$ cat src/rtl/choose_cursor_ctrl.sv
// Character-select sequencer: key pulses move a registered cursor over a 2 x NUM_COLS grid,
// blink the selection frame while browsing, then lock, confirm and offer the chosen id.
module choose_cursor_ctrl #(
  parameter int NUM_COLS       = 4,
  parameter int INIT_ID        = 1,
  parameter int BLINK_FRAMES   = 15,
  parameter int CONFIRM_FRAMES = 30
) (
  input  logic       clk,
  input  logic       rst_n,
  input  logic       enable,
  input  logic       frame_tick,
  input  logic       key_left,
  input  logic       key_right,
  input  logic       key_up,
  input  logic       key_down,
  input  logic       key_enter,
  input  logic       key_back,
  input  logic       sel_ready,
  output logic [7:0] pokemon_id,
  output logic       frame_en,
  output logic       sel_valid,
  output logic [7:0] sel_id,
  output logic [2:0] state
);

  typedef enum logic [2:0] {
    S_IDLE   = 3'd0,
    S_BROWSE = 3'd1,
    S_LOCKED = 3'd2,
    S_OFFER  = 3'd3,
    S_DONE   = 3'd4
  } state_t;

  localparam logic [7:0] NC         = 8'(NUM_COLS);
  localparam logic [7:0] INIT8      = 8'(INIT_ID);
  localparam logic [7:0] BLINK_LAST = 8'(BLINK_FRAMES - 1);
  localparam logic [7:0] CONF_LAST  = 8'(CONFIRM_FRAMES - 1);

  state_t     r_state;
  logic [7:0] r_pokemon_id;
  logic       r_frame_en;
  logic       r_sel_valid;
  logic [7:0] r_sel_id;
  logic [7:0] r_blink_cnt;
  logic [7:0] r_confirm_cnt;
  logic       w_move;

  // Ids are 1-based, so column/row come from id-1; left/right wrap within the row, up/down toggle it.
  function automatic logic [7:0] f_move(input logic [7:0] id, input logic l, input logic r);
    logic [7:0] col;
    logic       top;
    col = (id - 8'd1) % NC;
    top = (id <= NC);
    if (l)
      f_move = (col == 8'd0) ? (id + NC - 8'd1) : (id - 8'd1);
    else if (r)
      f_move = (col == NC - 8'd1) ? (id - (NC - 8'd1)) : (id + 8'd1);
    else
      f_move = top ? (id + NC) : (id - NC);
  endfunction

  assign w_move     = key_left | key_right | key_up | key_down;
  assign pokemon_id = r_pokemon_id;
  assign frame_en   = r_frame_en;
  assign sel_valid  = r_sel_valid;
  assign sel_id     = r_sel_id;
  assign state      = r_state;

  always_ff @(posedge clk or negedge rst_n) begin
    if (!rst_n) begin
      r_state       <= S_IDLE;
      r_pokemon_id  <= INIT8;
      r_frame_en    <= 1'b0;
      r_sel_valid   <= 1'b0;
      r_sel_id      <= 8'd0;
      r_blink_cnt   <= 8'd0;
      r_confirm_cnt <= 8'd0;
    end else if (!enable) begin
      r_state     <= S_IDLE;
      r_sel_valid <= 1'b0;
      r_frame_en  <= 1'b0;
    end else begin
      case (r_state)
        S_IDLE: begin
          r_pokemon_id <= INIT8;
          r_frame_en   <= 1'b1;
          r_blink_cnt  <= 8'd0;
          r_state      <= S_BROWSE;
        end
        S_BROWSE: begin
          if (key_enter) begin
            r_state       <= S_LOCKED;
            r_frame_en    <= 1'b1;
            r_confirm_cnt <= 8'd0;
          end else if (w_move && !key_back) begin
            r_pokemon_id <= f_move(r_pokemon_id, key_left, key_right);
            r_frame_en   <= 1'b1;
            r_blink_cnt  <= 8'd0;
          end else if (frame_tick) begin
            if (r_blink_cnt == BLINK_LAST) begin
              r_frame_en  <= ~r_frame_en;
              r_blink_cnt <= 8'd0;
            end else begin
              r_blink_cnt <= r_blink_cnt + 8'd1;
            end
          end
        end
        S_LOCKED: begin
          // back beats the final confirm tick
          if (key_back) begin
            r_state     <= S_BROWSE;
            r_blink_cnt <= 8'd0;
          end else if (frame_tick) begin
            if (r_confirm_cnt == CONF_LAST) begin
              r_sel_id    <= r_pokemon_id;
              r_sel_valid <= 1'b1;
              r_state     <= S_OFFER;
            end else begin
              r_confirm_cnt <= r_confirm_cnt + 8'd1;
            end
          end
        end
        S_OFFER: begin
          if (sel_ready) begin
            r_sel_valid <= 1'b0;
            r_state     <= S_DONE;
          end
        end
        S_DONE:  r_frame_en <= 1'b1;
        default: r_state    <= S_IDLE;
      endcase
    end
  end

endmodule

$ cat config.mk
export PLATFORM = sky130hd
export DESIGN_NAME = choose_cursor_ctrl
export DESIGN_NICKNAME = d
export VERILOG_FILES = /design/src/rtl/choose_cursor_ctrl.sv
export SDC_FILE = /design/constraint.sdc
export NUM_CORES = 1
export LEC_CHECK = 0
export CAP_MARGIN = 20
export CORE_ASPECT_RATIO = 0.5
export CORE_UTILIZATION = 30
export CTS_CLUSTER_SIZE = 14
export DETAILED_ROUTE_END_ITERATION = 8
export PLACE_DENSITY = 0.49
export SETUP_SLACK_MARGIN = 0.1
export SYNTH_ARGS = -nofsm -noshare
export SYNTH_HDL_FRONTEND = slang
export SYNTH_SLANG_ARGS = --single-unit
$ cat constraint.sdc
create_clock -name clk -period 3.3 [get_ports clk]
set_input_delay 0.99 -clock clk [delete_from_list [all_inputs] [get_ports clk]]
set_output_delay 0.99 -clock clk [all_outputs]
set_load 0.1 [all_outputs]
Word-level counts from Yosys, hierarchy flattened
Cells that the tools add are included.
{ "word_totals": {"regBits": 37, "input_bits": 11, "out_inout_bits": 21, "elab_cells": 101} }
{ "op_classes": {"addsub": 8, "magnitude_cmp": 1, "eq_ne": 27, "mux": 38, "bitwise": 5, "n_reduce_logical": 15} }
{ "ops": {"columns": ["op", "n"], "rows": [
  ["$mux 8", 16],
  ["$pmux 8 s2", 2],
  ["$add 8x1->8 const B", 3],
  ["$pmux 8 s3", 1],
  ["$reduce_and 5->1", 4],
  ["$mux 3", 6],
  ["$ne 3x3->1 const B", 6],
  ["$ne 2x2->1 const B", 8],
  ["$sub 8x1->8 const B", 2],
  ["$pmux 3 s5", 1],
  ["$mux 1", 10],
  ["$ne 5x5->1 const B", 2],
  ["$add 8x3->8 const B", 1],
  ["$eq 8x4->1 const B", 1],
  ["$eq 8x5->1 const B", 1],
  ["$le 8x3->1 const B", 1],
  ["$logic_not 8->1", 1],
  ["$ne 4x4->1 const B", 2],
  ["$sub 8x2->8 const B", 1],
  ["$sub 8x3->8 const B", 1],
  ["$eq 3x2->1 const B", 2],
  ["$reduce_and 6->1", 1],
  ["$pmux 1 s2", 2],
  ["$reduce_and 4->1", 1],
  ["other kinds (14)", 18]
]} }

Longest topological paths before layout
Gate-level depths: netlist (run 1).
{ "depth": {"ltp_word": 8, "mapped_depth": 9} }

Worst setup path after synthesis (run 1)
Ideal clock, no wire load.
{ "synth_timing": {"kind": "register -> register", "from": "register r_pokemon_id[2], in the netlist pokemon_id[2]", "to": "register r_pokemon_id[5], in the netlist pokemon_id[5]", "arrival_ns": 3.060, "t_required_ns": 3.174, "setup_slack_ns": 0.114, "stages_incl_launch_ff": 10, "path_buffers": 1, "synth_period_minus_slack_ns": 3.186, "path_cell_list": "dfrtp_1 -> buf_1 -> inv_1 -> ha_1 -> nor4b_1 -> mux2i_1 -> o22a_1 -> o32ai_1 -> a211oi_1 -> a221o_1"} }
{ "synth_via": {"elab_chain_len": 7, "word_cells_on_any_way": 15, "cone_classes": "6 x add/sub; 1 x order compare; 8 x mux"} }
{ "synth_lines": {"columns": ["item", "line", "rtl"], "rows": [
  ["from (decl)", "41", "logic [7:0] r_pokemon_id;"],
  ["from (signal assigned)", "97", "r_pokemon_id <= f_move(r_pokemon_id, key_left, key_right);"],
  ["$add 8x3->8, or another cell as far along", "56, 60", null],
  ["$sub 8x1->8, or another cell as far along", "56", "f_move = (col == 8'd0) ? (id + NC - 8'd1) : (id - 8'd1);"],
  ["$mux 8 (on tied branches)", "56, 57", null],
  ["$mux 8 (*)", "55", "if (l)"],
  ["$mux 8 (*)", "96", "end else if (w_move && !key_back) begin"],
  ["$mux 8 (*)", "92", "if (key_enter) begin"],
  ["$pmux 8 s2 (*)", "84", "case (r_state)"]
]} }
Every way passes the cells marked *; elsewhere a longest branch is shown, timed or not. The select of a mux whose other input is x is not followed.
A chain may end at the register's enable or synchronous reset.

Worst setup path in the final report (run 1)
{ "layout_timing": {"from": "input enable", "to": "register r_pokemon_id[5], in the netlist pokemon_id[5]"} }
{ "layout_via": {"elab_chain_len": 1} }
{ "layout_lines": {"columns": ["item", "line", "rtl"], "rows": [
  ["from (decl)", "11", "input logic enable,"],
  ["$reduce_and 4->1 (no source line)", null, null]
]} }
Every way passes these cells.

==> flow_summary.json, run 1 <==
{
  "worst_slew_margin_rel": 0.4087,
  "worstSetupStartpointType": "input pin",
  "hold_violations": 0,
  "seq_power_share": 0.262,
  "vias": 2627,
  "ys_warn_count": 0,
  "synth-xor-area-share": 0.04323,
  "rows": 24,
  "pin_count": 32,
  "combPwrFrac": 0.498,
  "cts_tree": "done",
  "synthMuxAreaShare": 0.03661,
  "first_iter_violations": 212,
  "first_pass_iters": 4,
  "stdcell_area_um2": 3392,
  "final.period_utilization": 0.9180,
  "setup_viol": 0,
  "grtUsageTotal": 0.1591,
  "synth.largest_area_cell": "dfrtp_1",
  "htreeDepth": 2,
  "ys.flop_type": "dfrtp_1",
  "synthTopCellsByArea": "dfrtp_1 32%, o21ai_0 7.9%, ha_1 5.3%",
  "cts_made_buffers": 5,
  "leakagePower_nw": 1.430,
  "via_per_inst": 5.394,
  "finalNetCount": 392,
  "core_um2": 8949,
  "antenna_cells": 0,
  "rsz0062_at_grt": "no",
  "clk_pin_slew_worst_paths_ns": 0.06,
  "drcViolationCount": 0,
  "p_int_mw": 1.307,
  "clockPowerShare": 0.240,
  "hold_path.class": "register to register",
  "cts_resized": 0,
  "ys_seq_area_frac": 0.3269,
  "cts-root-buf": "clkbuf_16",
  "synth_edf_count": 0,
  "syn_inst": 339,
  "die_area_um2": 9871,
  "yosys_register_bits": 37,
  "min_period_ns": 3.029,
  "outcome": "finished clean",
  "gp_congestion": 0.9055,
  "syn_nets": 362,
  "setup_total_negative_slack_ns": 0,
  "grt_pass1_wl_um": 12560,
  "max_freq_mhz": 330.1,
  "synth_cell_types": 69,
  "avgSynthCellArea_um2": 8.367,
  "maxCapViolCount": 0,
  "switching_power_mw": 1.062,
  "drive_above_1_share": 0.1595,
  "worst-setup-path-type": "input pin to register",
  "power_density_nw_per_um2": 698.3,
  "synth_compound_area_frac": 0.2422,
  "wl_per_cell_um": 15.41,
  "cts.sinks": 37,
  "wirelength_um": 7505,
  "antenna_found_initial": 0,
  "place_hpwl_um": 5392,
  "final_util": 0.3791,
  "fin_hold_ws_ns": 0.4792,
  "p_total_mw": 2.368,
  "worstSkewPairLatency_ns": 0.28,
  "die_x_um": 139.5,
  "skew_ns": 0.008123,
  "worstPathRequired_ns": 3.52,
  "cts_setup_buffers": 0,
  "die_h_um": 70.76,
  "synthArstFlopShare": 1.000,
  "finalMaxSlewViolations": 0,
  "switching_share": 0.4484,
  "arrival_ns": 3.25,
  "synth_top_area_share": 0.3176,
  "ir_drop_uv": 266.7,
  "postRouteAntennaNets": 0,
  "grt_pass1_vias": 2550,
  "placed_area_um2": 3216,
  "synth_top_family_by_area": "compound AO/OA/AOI/OAI gates",
  "critPathCaptureType": "register",
  "yosys.area_share.simple": 0.2369,
  "syn_area_um2": 2836,
  "area_growth_pct": 19.59,
  "clockBufferDepth": 2,
  "grt_overflow": 0,
  "crit_fanout": 8,
  "io_buffers": 31,
  "grt_max_degree": 38,
  "tightest_slew_ns": 0.8869,
  "initial_utilization": 0.3170,
  "cts_hold_buffers": 0,
  "synth_fa_ha_area_frac": 0.05293
}
==> cells in the mapped netlist, drive strengths merged (4+ instances only) <==
master and n:
buf 14, clkbuf 8, nor2 24, inv 13
a21oi 9, nand2b 5, o21ai 46, o31ai 9
dfrtp 36, nor4 5, mux2i 7, nor3 7
or2 5, nor2b 5, ha 12, or3 4
and3 4, nand2 35, nand3 18, xnor2 11
==> cell families after synthesis <==
kind of cell / Yosys count
AOI/OAI and AO/OA: 105
xor gates and xnor gates: 14
adders and majority gates: 12
buffers and inverters: 35
DFF: 37
muxes: 10
and+or+nand+nor: 126
==> power by group through the flow <==
stage               Combinational [mW]  Clock, mW  Sequential [mW]
finish                            1.18      0.569            0.620
global route                      1.29      0.607            0.634
CTS                               1.18      0.584            0.618
detailed placement                1.17          0            0.626
global placement                  1.18          0            0.627
floorplan                        0.737          0            0.798
==> metrics by stage <==
| stage | setup slack (ns) | std cells |
|---|---|---|
| 3_5_place_dp | 0.03217 | 479 |
| 6_report | 0.2705 | 487 |
| 3_3_place_gp | 0.1424 | 479 |
| 2_1_floorplan | 0.1138 | 339 |
| 5_1_grt | 0.1713 | 487 |
| 4_1_cts | 0.3112 | 487 |
==> critical path: stages <==
cell and delay (ns):
clkdlybuf4s50_1 0.48, nor3b_1 0.41, nor4b_4 0.52, nand3_1 0.12, mux2_2 0.30, a211oi_1 0.27, a221o_1 0.15
==> cell usage in the layout, fill, tap and decap left out, drive strengths merged, types with 4 or more instances in the layout <==
master / count
a21oi: 9
and3: 4
buf: 36
clkbuf: 6
clkdlybuf4s50: 9
dfrtp: 36
ha: 12
inv: 13
mux2i: 7
nand2: 35
nand2b: 5
nand3: 18
nor2: 24
nor2b: 5
nor3: 7
nor4: 5
o21ai: 46
o31ai: 9
or2: 5
or3: 4
xnor2: 11
==> metal layers <==
metal / part of all wire / GRT usage
met5: 0 / 0
met4: 0.010 / 0.04938
met3: 0.049 / 0.02370
met2: 0.46 / 0.2674
met1: 0.48 / 0.2130
==> state kept, by name, indices dropped and copies added, names as in the netlist <==
name,flops
pokemon_id,8
r_blink_cnt,8
r_confirm_cnt,8
sel_id,8
state,3
frame_en,1
sel_valid,1
==> final timing paths <==
path                                       end  cells after the start  slack [ns]           start
worst max-delay path             pokemon_id[5]                      7        0.27          enable
min in group asynchronous            sel_valid                      1        0.84           rst_n
worst min-delay path            r_blink_cnt[7]                      1        0.48  r_blink_cnt[7]
worst min register to register  r_blink_cnt[7]                      1        0.48  r_blink_cnt[7]
max in group asynchronous             state[1]                      1        1.91           rst_n
worst max register to register   pokemon_id[5]                      9        0.64   pokemon_id[0]
==> area by class of cell <==
cell class,instances,area (µm²)
clock buffers,6,138.9
clock inverters,2,37.54
fillers,923,5557
inverters,13,48.80
multi-input cells,267,1735
flip-flops and latches,37,927.1
well taps,117,146.4
repair buffers,45,357.8
No activity file was read; power rests on OpenSTA's default activity.
==> inputs of run 2 (changes only) <==
--- a/config.mk
+++ b/config.mk
@@ -12,6 +12,7 @@
 export DETAILED_ROUTE_END_ITERATION = 8
 export PLACE_DENSITY = 0.49
 export SETUP_SLACK_MARGIN = 0.1
+export SKIP_CTS_REPAIR_TIMING = 1
 export SYNTH_ARGS = -nofsm -noshare
 export SYNTH_HDL_FRONTEND = slang
 export SYNTH_SLANG_ARGS = --single-unit
==> results of run 2 <==
Final layout, timing and power as in run 1 (identical DEF).
